**src/rtl/fetch_if.sv**
```systemverilog
// Fetch-stage bundle: hazard/redirect controls, instruction-memory handshake and IF/ID outputs.
`timescale 1ns/1ps
interface fetch_if;
  logic        pc_write;
  logic        ifid_write;
  logic        redirect;
  logic [31:0] redirect_pc;
  logic        imem_req;
  logic [31:0] imem_addr;
  logic [31:0] imem_rdata;
  logic        imem_ready;
  logic [31:0] ifid_pc4;
  logic [31:0] ifid_instr;
  logic        ifid_valid;
  logic        fetch_busy;

  modport master (
    input  pc_write, ifid_write, redirect, redirect_pc, imem_rdata, imem_ready,
    output imem_req, imem_addr, ifid_pc4, ifid_instr, ifid_valid, fetch_busy
  );

  modport slave (
    output pc_write, ifid_write, redirect, redirect_pc, imem_rdata, imem_ready,
    input  imem_req, imem_addr, ifid_pc4, ifid_instr, ifid_valid, fetch_busy
  );
endinterface

```
**src/rtl/fetch_stage.sv**
```systemverilog
// Instruction fetch: PC, imem req/ready handshake, one-entry hold buffer and IF/ID register.
// One instruction per cycle on zero-wait memory; stalls buffer a returned word, redirects flush IF/ID same edge.
`timescale 1ns/1ps
module fetch_stage #(
  parameter logic [31:0] RESET_PC  = 32'h0000_0000,
  parameter logic [31:0] NOP_INSTR = 32'h0000_0000
) (
  input  logic     clk,
  input  logic     rst,
  fetch_if.master  bus
);

  typedef enum logic [1:0] {FETCH, HOLD, DROP} state_t;

  typedef struct packed {
    logic [31:0] pc4;
    logic [31:0] instr;
    logic        valid;
  } ifid_t;

  typedef struct packed {
    logic [31:0] pc4;
    logic [31:0] instr;
  } hold_t;

  state_t      state, state_nxt;
  logic [31:0] pc, pc_nxt;
  logic [31:0] tgt, tgt_nxt;
  hold_t       hold_q, hold_nxt;
  ifid_t       ifid, ifid_nxt;

  logic        advance;
  logic [31:0] pc_inc;
  logic [31:0] redirect_tgt;

  // Unequal pc_write/ifid_write is treated as a stall.
  assign advance      = bus.pc_write && bus.ifid_write;
  assign pc_inc       = pc + 32'd4;
  assign redirect_tgt = bus.redirect_pc & ~32'd3;

  always_ff @(posedge clk or posedge rst) begin
    if (rst) begin
      state  <= FETCH;
      pc     <= RESET_PC;
      tgt    <= 32'd0;
      hold_q <= {32'd0, NOP_INSTR};
      ifid   <= {32'd0, NOP_INSTR, 1'b0};
    end else begin
      state  <= state_nxt;
      pc     <= pc_nxt;
      tgt    <= tgt_nxt;
      hold_q <= hold_nxt;
      ifid   <= ifid_nxt;
    end
  end

  always_comb begin
    state_nxt = state;
    pc_nxt    = pc;
    tgt_nxt   = tgt;
    hold_nxt  = hold_q;
    ifid_nxt  = ifid;

    if (bus.redirect) begin
      ifid_nxt = {32'd0, NOP_INSTR, 1'b0};
      hold_nxt = {32'd0, NOP_INSTR};
      case (state)
        FETCH: begin
          // An outstanding request must complete before the new target is fetched.
          if (bus.imem_ready) begin
            pc_nxt    = redirect_tgt;
            state_nxt = FETCH;
          end else begin
            tgt_nxt   = redirect_tgt;
            state_nxt = DROP;
          end
        end
        HOLD: begin
          pc_nxt    = redirect_tgt;
          state_nxt = FETCH;
        end
        DROP: begin
          tgt_nxt   = redirect_tgt;
          state_nxt = DROP;
        end
        default: state_nxt = FETCH;
      endcase
    end else begin
      case (state)
        FETCH: begin
          if (bus.imem_ready) begin
            if (advance) begin
              ifid_nxt = {pc_inc, bus.imem_rdata, 1'b1};
              pc_nxt   = pc_inc;
            end else begin
              hold_nxt  = {pc_inc, bus.imem_rdata};
              state_nxt = HOLD;
            end
          end else if (bus.ifid_write) begin
            ifid_nxt = {ifid.pc4, NOP_INSTR, 1'b0};
          end
        end
        HOLD: begin
          if (advance) begin
            ifid_nxt  = {hold_q.pc4, hold_q.instr, 1'b1};
            pc_nxt    = pc_inc;
            state_nxt = FETCH;
          end
        end
        DROP: begin
          if (bus.imem_ready) begin
            pc_nxt    = tgt;
            state_nxt = FETCH;
          end
        end
        default: state_nxt = FETCH;
      endcase
    end
  end

  assign bus.imem_req   = (state != HOLD);
  assign bus.imem_addr  = pc;
  assign bus.ifid_pc4   = ifid.pc4;
  assign bus.ifid_instr = ifid.instr;
  assign bus.ifid_valid = ifid.valid;
  assign bus.fetch_busy = ((state == FETCH) || (state == DROP)) && !bus.imem_ready;

endmodule

```
**src/flat_wrapper.sv**
```systemverilog
// flat-port wrapper written by rule: the top's interface ports become plain ports
module fetch_stage_flat 
#(
  parameter logic [31:0] RESET_PC  = 32'h0000_0000,
  parameter logic [31:0] NOP_INSTR = 32'h0000_0000
)
  (clk, rst, bus_pc_write, bus_ifid_write, bus_redirect, bus_redirect_pc, bus_imem_rdata, bus_imem_ready, bus_imem_req, bus_imem_addr, bus_ifid_pc4, bus_ifid_instr, bus_ifid_valid, bus_fetch_busy);
  fetch_if bus_i ();
  input  logic clk;
  input  logic rst;
  input wire logic [$bits(bus_i.pc_write)-1:0] bus_pc_write;
  input wire logic [$bits(bus_i.ifid_write)-1:0] bus_ifid_write;
  input wire logic [$bits(bus_i.redirect)-1:0] bus_redirect;
  input wire logic [$bits(bus_i.redirect_pc)-1:0] bus_redirect_pc;
  input wire logic [$bits(bus_i.imem_rdata)-1:0] bus_imem_rdata;
  input wire logic [$bits(bus_i.imem_ready)-1:0] bus_imem_ready;
  output wire logic [$bits(bus_i.imem_req)-1:0] bus_imem_req;
  output wire logic [$bits(bus_i.imem_addr)-1:0] bus_imem_addr;
  output wire logic [$bits(bus_i.ifid_pc4)-1:0] bus_ifid_pc4;
  output wire logic [$bits(bus_i.ifid_instr)-1:0] bus_ifid_instr;
  output wire logic [$bits(bus_i.ifid_valid)-1:0] bus_ifid_valid;
  output wire logic [$bits(bus_i.fetch_busy)-1:0] bus_fetch_busy;
  assign bus_i.pc_write = bus_pc_write;
  assign bus_i.ifid_write = bus_ifid_write;
  assign bus_i.redirect = bus_redirect;
  assign bus_i.redirect_pc = bus_redirect_pc;
  assign bus_i.imem_rdata = bus_imem_rdata;
  assign bus_i.imem_ready = bus_imem_ready;
  assign bus_imem_req = bus_i.imem_req;
  assign bus_imem_addr = bus_i.imem_addr;
  assign bus_ifid_pc4 = bus_i.ifid_pc4;
  assign bus_ifid_instr = bus_i.ifid_instr;
  assign bus_ifid_valid = bus_i.ifid_valid;
  assign bus_fetch_busy = bus_i.fetch_busy;
  fetch_stage #(.RESET_PC(RESET_PC), .NOP_INSTR(NOP_INSTR)) u_core (.clk(clk), .rst(rst), .bus(bus_i));
endmodule
```
**config.mk**
```make
export PLATFORM = sky130hd
export DESIGN_NAME = fetch_stage_flat
export DESIGN_NICKNAME = d
export VERILOG_FILES = /design/src/rtl/fetch_if.sv /design/src/rtl/fetch_stage.sv /design/src/flat_wrapper.sv
export SDC_FILE = /design/constraint.sdc
export NUM_CORES = 1
export LEC_CHECK = 0
export CAP_MARGIN = 20
export CORE_ASPECT_RATIO = 0.6
export CORE_MARGIN = 2
export CORE_UTILIZATION = 57
export DETAILED_ROUTE_END_ITERATION = 8
export GPL_TIMING_DRIVEN = 0
export PLACE_DENSITY = 0.83
export SKIP_LAST_GASP = 1
export SYNTH_ARGS = -nofsm -noshare
export SYNTH_HDL_FRONTEND = slang
export SYNTH_SLANG_ARGS = --single-unit
```
**constraint.sdc**
```tcl
create_clock -name clk -period 15.05 [get_ports clk]
set_input_delay 2.2575 -clock clk [delete_from_list [all_inputs] [get_ports clk]]
set_output_delay 2.2575 -clock clk [all_outputs]
set_load 0.01 [all_outputs]
```
# [Word-level counts from Yosys, hierarchy flattened]
# Cells that the tools add are included.
[classes] n_addsub=1 eq_ne=14 muxes=27 reduce_logical=16
[ops] cell="$mux 65" count=4
[ops] cell="$mux 64" count=4
[ops] cell="$mux 32" count=6
[ops] cell="$pmux 65 s2" count=1
[ops] cell="$pmux 32 s2" count=2
[ops] cell="$pmux 32 s3" count=1
[ops] cell="$mux 33" count=1
[ops] cell="$add 32x3->32 const B" count=1
[ops] cell="$reduce_and 4->1" count=4
[ops] cell="$mux 2" count=6
[ops] cell="$ne 3x3->1 const B" count=3
[ops] cell="$ne 2x2->1 const B" count=3
[ops] cell="$ne 3x2->1 const B" count=2
[ops] cell="$pmux 2 s3" count=1
[ops] cell="$reduce_and 3->1" count=2
[ops] cell="$reduce_bool 2->1" count=3
[ops] cell="$reduce_bool 3->1" count=2
[ops] cell="$ne 4x3->1 const B" count=1
[ops] cell="$ne 4x4->1 const B" count=1
[ops] cell="$pmux 2 s2" count=1
[ops] cell="$ne 3x1->1 const B" count=1
[ops] cell="$eq 2x1->1 const B" count=1
[ops] cell="$eq 2x2->1 const B" count=1
[ops] cell="$logic_and 1x1->1" count=2
[ops] cell="other kinds (4)" count=4
[word_totals] register_bits=195 input_bits=70 out_inout_bits=99 word_cells=66

# [Depth between registers and ports, before layout]
# Gate-level depths: netlist of run 1.
[depth] depth_word=5 depth_mapped=8

# [Worst setup path after synthesis of run 1]
# Ideal clock, no wire load.
[synth_path] path_type="input to output" from="input bus_imem_ready" to="output bus_fetch_busy" t_arrival_ps=2782 required_ps=12793 slack_ps=10010 cell_stages=3 path_buffers=1 cell_sequence="or2_2 -> clkbuf_1 -> inv_1"
[synth_via] elab_chain_cells=2
[synth_rtl] element="from (decl)" line_no="flat_wrapper.sv:16" text="input wire logic [$bits(bus_i.imem_ready)-1:0] bus_imem_ready;"
[synth_rtl] element="$logic_not 1->1" line_no="fetch_stage.sv:126" text="assign bus.fetch_busy = ((state == FETCH) || (state == DROP)) && !bus.imem_ready;"
[synth_rtl] element="$logic_and 1x1->1" line_no="fetch_stage.sv:126"
[synth_rtl] element="to (decl)" line_no="flat_wrapper.sv:22" text="output wire logic [$bits(bus_i.fetch_busy)-1:0] bus_fetch_busy;"
# Every way passes these cells.

# [Worst setup path after layout of run 1]
# Ends and elaborated chain as after synthesis.

==> summary.txt, run 1 <==
Critical path
  – Worst-path fanout max: 9
  – Kind of start point of the critical path: primary input
  – CP max stage delay: 590 ps
  – Crit Path Class: in -> out
  – Most frequent cell on the critical path: clkdlybuf4s50_1
  – Critical path endpoint: bus_fetch_busy
  – Worst Path Arrival: 4070 ps
  – Worst setup path start: bus_imem_ready
  – Crit path cell chain: clkdlybuf4s50_1 > or2_2 > clkbuf_1 > inv_1 > clkdlybuf4s50_1
  – R2r startpoint: u_core.state[1]
  – RR Endpoint: u_core.bus.ifid_pc4[10]
  – R2r setup slk: 12320 ps
  – Cells on worst reg2reg path: 6
  – CP max stage cell: clkdlybuf4s50_1
  – Worst setup EP type: output pin
  – Worst path required time: 12790 ps

Floorplan
  – Chip width: 165 um
  – Die height: 101 um
  – # IOs: 169
  – Rows: 35
  – Core area: 15300 um2
  – Starting Density: 0.582
  – Die area: 16700 um2

Placement
  – Final GP Congestion: 0.981
  – # port buffers: 164
  – Post-detail-place hpwl: 20400 um
  – DP Worst Slack: 8760 ps

STA
  – Final worst path period need: 6330 ps
  – Layout Skew: 14.6 ps
  – Min Hold Slack: 481 ps
  – Final Setup Violations: 0
  – Setup WS post-layout: 8720 ps
  – Tcrit/Tclk final: 0.420
  – Setup tns final: 0 ps
  – Slew headroom: 0.319
  – Max Slew Vio Count: 0
  – RSZ-0062 raised after global routing: false
  – Worst Tran Pin Value: 1010 ps
  – Max Freq: 158 MHz
  – Hold Fails Final Rpt: 0

Global routing
  – Grt ovf: 0
  – Largest net degree at the start of global routing: 136
  – Met3 Track Usage GR: 0.0868
  – M2 GR Usage: 0.485
  – First-pass GRT wire length: 43600 um
  – Total track usage: 0.349
  – Vias in the first global route: 7860
  – Met1 GRT Util: 0.550
  – Initial antenna violation count: 0
  – Gr busiest metal: met1

Clocking
  – Later-pin clock latency in the skew report: 450 ps
  – Number of setup buffers added after CTS: 0
  – # hold bufs at CTS: 0
  – Cts bufs inserted: 17
  – Clk slew on worst S/H paths: 80 ps
  – Clock buffer depth: 2
  – Post_cts resized: 0
  – Number of clock sinks: 189
  – CTS tree: done
  – H-Tree Depth: 4
  – CTS root buffer: clkbuf_16

Yosys
  – Top cells by area, synth: dfrtp_1 53%, a21oi_1 6.1%, nand2_1 5.9%, o21ai_0 4.0%, and3_1 3.2%
  – Distinct cells, synth: 54
  – Area leader, netlist: dfrtp_1
  – Yosys reg bits: 189
  – Seq/Total Area, Yosys: 0.531
  – Syn Inst Count: 936
  – Async SR Flop Fraction: 1.00
  – Number of synthesized flops with an enable pin: 0
  – Top-count cell post-synth: dfrtp_1
  – Ys Warns: 0
  – Top cell type's share of synthesized area: 0.531
  – Mean post-synth cell area: 9.52 um2
  – Most frequent cells after synthesis: 189 x dfrtp_1, 139 x nand2_1, 109 x a21oi_1
  – Mapped Area: 8910 um2
  – Synth Flop Type: dfrtp_1

Layout
  – Antenna cells: 0
  – P&R area growth vs syn: 28.3%
  – Fillers: 1139
  – Final #Nets: 1192
  – Share of cells above drive strength 1: 0.0653

Detailed routing
  – Vias post-DR: 8267
  – Vias per cell: 6.18
  – Antenna-violating nets left: 0
  – Total Wirelength: 27900 um
  – 1st-iter DRT viols: 946
  – Avg WL per Cell: 20.8 um
  – DR DRC count: 0
  – Drt first pass iters: 5

Power
  – Worst VDD drop: 0.0838 mV
  – Static leakage: 4.74 nW
  – Pwr/cell area: 133 nW/um2

Flow run
  – Max cap viols: 0

Hold path
  – Type of the worst min-delay path: reg -> reg

Outcome
  – Status: completed
cells by family after synthesis:
kind of cell	after synthesis	share of synthesized area
AO/OA/AOI/OAI	305	0.212
XOR/XNOR	27	0.0265
adder cells (fa/ha/maj)	1	0.00140
buffers and inverters	93	0.0410
flip-flops	189	0.531
multiplexers	25	0.0316
other	1	0.000421
AND/OR/NAND/NOR	295	0.156
per-stage QoR:
step | area [um2] | power, mW | util | cells
4_1_cts | 11400 | 1.51 | 0.746 | 1337
5_1_grt | 11400 | 1.58 | 0.746 | 1337
6_report | 11400 | 1.52 | 0.746 | 1337
3_5_place_dp | 10800 | 1.07 | 0.708 | 1305
2_1_floorplan | 8920 | 0.858 | - | 937
3_3_place_gp | 10800 | 1.05 | 0.705 | 1304
power by group:
| part | total [mW] | internal (mW) | switching (mW) |
|---|---|---|---|
| combinational | 0.409 | 0.181 | 0.228 |
| sequential | 0.663 | 0.579 | 0.0835 |
| clock | 0.449 | 0.226 | 0.223 |
how the worst min path moves through the flow:
stage	from	to	slack [ps]	cells past startpoint
global placement	u_core.bus.ifid_valid	u_core.bus.ifid_valid	460	2
CTS	u_core.bus.ifid_instr[17]	u_core.bus.ifid_instr[17]	490	2
detailed placement	u_core.bus.ifid_instr[16]	u_core.bus.ifid_instr[16]	470	2
finish	u_core.bus.ifid_instr[8]	u_core.bus.ifid_instr[8]	480	2
floorplan	u_core.tgt[19]	u_core.tgt[19]	450	2
global route	u_core.tgt[29]	u_core.tgt[29]	500	2
registers in the layout (all words and copies together) (netlist names):
signal                 count
u_core.bus.imem_addr      30
u_core.bus.ifid_instr     32
u_core.tgt                30
u_core.bus.ifid_pc4       31
u_core.bus.ifid_valid      1
u_core.state               2
u_core.hold_q             63
final cells by class:
cell class,count,area (um2),share of cell area
clock buffers,18,439,0.0384
repair buffers,165,1670,0.146
multi-input cells,655,3820,0.334
well taps,203,254,0.0222
inverters,15,63.8,0.00558
flip-flops and latches,189,4730,0.413
clock inverters,14,153,0.0133
plain buffers,78,309,0.0270
placed cells by master, fill, tap and decap left out, types with 12 or more instances in the layout:
cell type	netlist	final
nor3_1	13	13
xnor2_1	15	15
nand3_1	17	17
a22oi_1	24	24
a211oi_1	15	15
o31ai_1	33	33
nand2_1	139	139
mux2_2	25	25
clkbuf_1	66	66
a21oi_1	109	109
inv_1	15	14
dfrtp_1	189	189
nor2_1	44	44
clkbuf_16	0	17
xor2_1	12	12
o21ai_0	71	71
clkdlybuf4s50_1	0	164
and3_1	46	46
layer usage:
layer | vias to the layer above | wire [um]
li1 | 3727 | -
met1 | 3963 | 12100
met2 | 532 | 11500
met3 | 45 | 3760
met4 | 0 | 498
met5 | - | 0
critical path: cells and delay by family:
| kind | cells | cell delay [ps] |
|---|---|---|
| buf+inv | 4 | 1430 |
| simple gates | 1 | 370 |
Power figures use the tool's default switching activity.
==> run 2: changes to the inputs <==
--- a/config.mk
+++ b/config.mk
@@ -8,10 +8,10 @@
 export CAP_MARGIN = 20
 export CORE_ASPECT_RATIO = 0.6
 export CORE_MARGIN = 2
-export CORE_UTILIZATION = 57
+export CORE_UTILIZATION = 47
 export DETAILED_ROUTE_END_ITERATION = 8
 export GPL_TIMING_DRIVEN = 0
-export PLACE_DENSITY = 0.83
+export PLACE_DENSITY = 0.73
 export SKIP_LAST_GASP = 1
 export SYNTH_ARGS = -nofsm -noshare
 export SYNTH_HDL_FRONTEND = slang
==> constraint.sdc (replaced) <==
create_clock -name clk -period 5.5 [get_ports clk]
set_input_delay 0.825 -clock clk [delete_from_list [all_inputs] [get_ports clk]]
set_output_delay 0.825 -clock clk [all_outputs]
set_load 0.01 [all_outputs]
==> summary.txt, run 2 (synthesis results as in run 1) <==
Global routing
  – Met1 GRT Util: 0.474 (was 0.550)
  – Initial antenna violation count: 1 (was 0)
  – First-pass GRT wire length: 45400 um (was 43600 um)
  – Gr busiest metal: met1 (unchanged)
  – Met3 Track Usage GR: 0.0710 (was 0.0868)
  – Largest net degree at the start of global routing: 38 (was 136)
  – M2 GR Usage: 0.395 (was 0.485)
  – Vias in the first global route: 7764 (was 7860)
  – Grt ovf: 0 (unchanged)
  – Total track usage: 0.294 (was 0.349)

Critical path
  – Worst path required time: 4680 ps (was 12790 ps)
  – Crit Path Class: in -> out (unchanged)
  – Worst Path Buf+Inv: 4 (unchanged)
  – Worst Path Arrival: 2620 ps (was 4070 ps)
  – Top delay family on crit path: buffers and inverters (unchanged)
  – Kind of start point of the critical path: primary input (unchanged)
  – Worst setup EP type: output pin (unchanged)
  – Most frequent cell on the critical path: clkdlybuf4s50_1 (unchanged)
  – Worst-path fanout max: 9 (unchanged)
  – CP max stage cell: clkdlybuf4s50_1 (unchanged)
  – CP max stage delay: 590 ps (about the same)
  – Crit path cell chain: clkdlybuf4s50_1 > or2_2 > clkbuf_1 > inv_1 > clkdlybuf4s50_1 (unchanged)

Layout
  – Post-route cell area: 11600 um2 (was 11400 um2)
  – Most common cell after layout, fill and taps aside: dfrtp_1 (unchanged)
  – Final #Nets: 1196 (was 1192)
  – Largest reg by FF count: u_core.hold_q (unchanged)
  – Antenna cells: 0 (unchanged)
  – Fillers: 1562 (was 1139)
  – Most frequent cells in the layout: 189 x dfrtp_1, 164 x clkdlybuf4s50_1, 139 x nand2_1 (unchanged)
  – Share of cells above drive strength 1: 0.0677 (was 0.0653)
  – Layout Utilization: 0.633 (was 0.746)
  – Post-route insts no fill: 1378 (was 1337)
  – P&R area growth vs syn: 30.0% (was 28.3%)
  – Max FFs per register: 63 (unchanged)

Detailed routing
  – Total Wirelength: 29100 um (was 27900 um)
  – 1st-iter DRT viols: 1187 (was 946)
  – Vias post-DR: 8289 (was 8267)
  – Antenna-violating nets left: 0 (unchanged)
  – DR DRC count: 0 (unchanged)
  – Vias per cell: 6.02 (was 6.18)
  – Drt first pass iters: 5 (unchanged)
  – Avg WL per Cell: 21.1 um (was 20.8 um)

Placement
  – DP Worst Slack: 1840 ps (was 8760 ps)
  – Final GP Congestion: 0.953 (was 0.981)
  – Cells after DPL: 1346 (was 1305)
  – # port buffers: 164 (unchanged)
  – Placed cell area: 11000 um2 (was 10800 um2)
  – Post-detail-place hpwl: 21200 um (was 20400 um)

Clocking
  – Clk slew on worst S/H paths: 80 ps (about the same)
  – Later-pin clock latency in the skew report: 440 ps (was 450 ps)
  – Number of clock sinks: 189 (unchanged)
  – Clock buffer depth: 2 (unchanged)
  – CTS tree: done (unchanged)
  – Post_cts resized: 0 (unchanged)
  – Number of setup buffers added after CTS: 0 (unchanged)
  – # hold bufs at CTS: 0 (unchanged)
  – Cts bufs inserted: 17 (unchanged)
  – H-Tree Depth: 4 (unchanged)
  – CTS root buffer: clkbuf_16 (unchanged)

STA
  – Setup tns final: 0 ps (unchanged)
  – Worst Tran Pin Value: 1040 ps (was 1010 ps)
  – Slew headroom: 0.301 (was 0.319)
  – Setup WS post-layout: 2060 ps (was 8720 ps)
  – Final Setup Violations: 0 (unchanged)
  – Max Slew Vio Count: 0 (unchanged)
  – RSZ-0062 raised after global routing: false (unchanged)
  – Max Freq: 291 MHz
  – Final worst path period need: 3440 ps
  – Layout Skew: 16.0 ps (was 14.6 ps)
  – Tcrit/Tclk final: 0.625
  – Hold Fails Final Rpt: 0 (unchanged)
  – Min Hold Slack: 478 ps (was 481 ps)

Outcome
  – Status: completed (unchanged)

Flow run
  – Max cap viols: 0 (unchanged)

Floorplan
  – Chip width: 182 um (was 165 um)
  – Core area: 18300 um2 (was 15300 um2)
  – # IOs: 169 (unchanged)
  – Rows: 38 (was 35)
  – Die area: 20100 um2 (was 16700 um2)
  – Starting Density: 0.487 (was 0.582)
  – Die height: 111 um (was 101 um)

Hold path
  – Type of the worst min-delay path: reg -> reg (unchanged)

Power
  – Static leakage: 4.80 nW (was 4.74 nW)
  – Pwr Total: 4.28 mW (was 1.52 mW)
  – Worst VDD drop: 0.232 mV (was 0.0838 mV)
  – Pwr/cell area: 369 nW/um2 (was 133 nW/um2)
-- run 2: final timing paths --
kind	from	endpoint	cells after the start	slack (ps)
setup / recovery	bus_imem_ready	bus_fetch_busy	5	2060
hold / removal	u_core.bus.ifid_instr[4]	u_core.bus.ifid_instr[4]	2	480
setup reg to reg	u_core.state[1]	u_core.bus.ifid_pc4[29]	6	2750
hold reg to reg	u_core.bus.ifid_instr[4]	u_core.bus.ifid_instr[4]	2	480
max in group asynchronous	rst	u_core.bus.ifid_instr[3]	7	3000
min in group asynchronous	rst	u_core.tgt[3]	2	890
-- run 2: cell type report --
cell class / instances / area, um2 / share of cell area
clock inverters: 14 / 198 / 0.0171
plain buffers: 78 / 309 / 0.0267
inverters: 15 / 60.1 / 0.00518
flip-flops and latches: 189 / 4730 / 0.408
clock buffers: 18 / 429 / 0.0370
repair buffers: 169 / 1740 / 0.150
multi-input cells: 655 / 3820 / 0.330
well taps: 240 / 300 / 0.0259
-- run 2: worst register-to-register path: stages, from the launching register on --
cell and delay, ps:
dfrtp_1 380, clkbuf_1 210, o311ai_2 800, or3_1 200, clkbuf_1 440, clkbuf_1 400
o21ai_0 180
-- run 2: power breakdown --
group / internal, mW / total, mW / switching (mW)
Sequential: 1.58 / 1.82 / 0.231
Clock: 0.700 / 1.33 / 0.635
Combinational: 0.500 / 1.13 / 0.625
-- run 2: per-layer routing --
metal	wire length (um)	share of wire
met1	14000	0.48
met2	11800	0.41
met3	2920	0.10
met4	321	0.011
met5	0	0
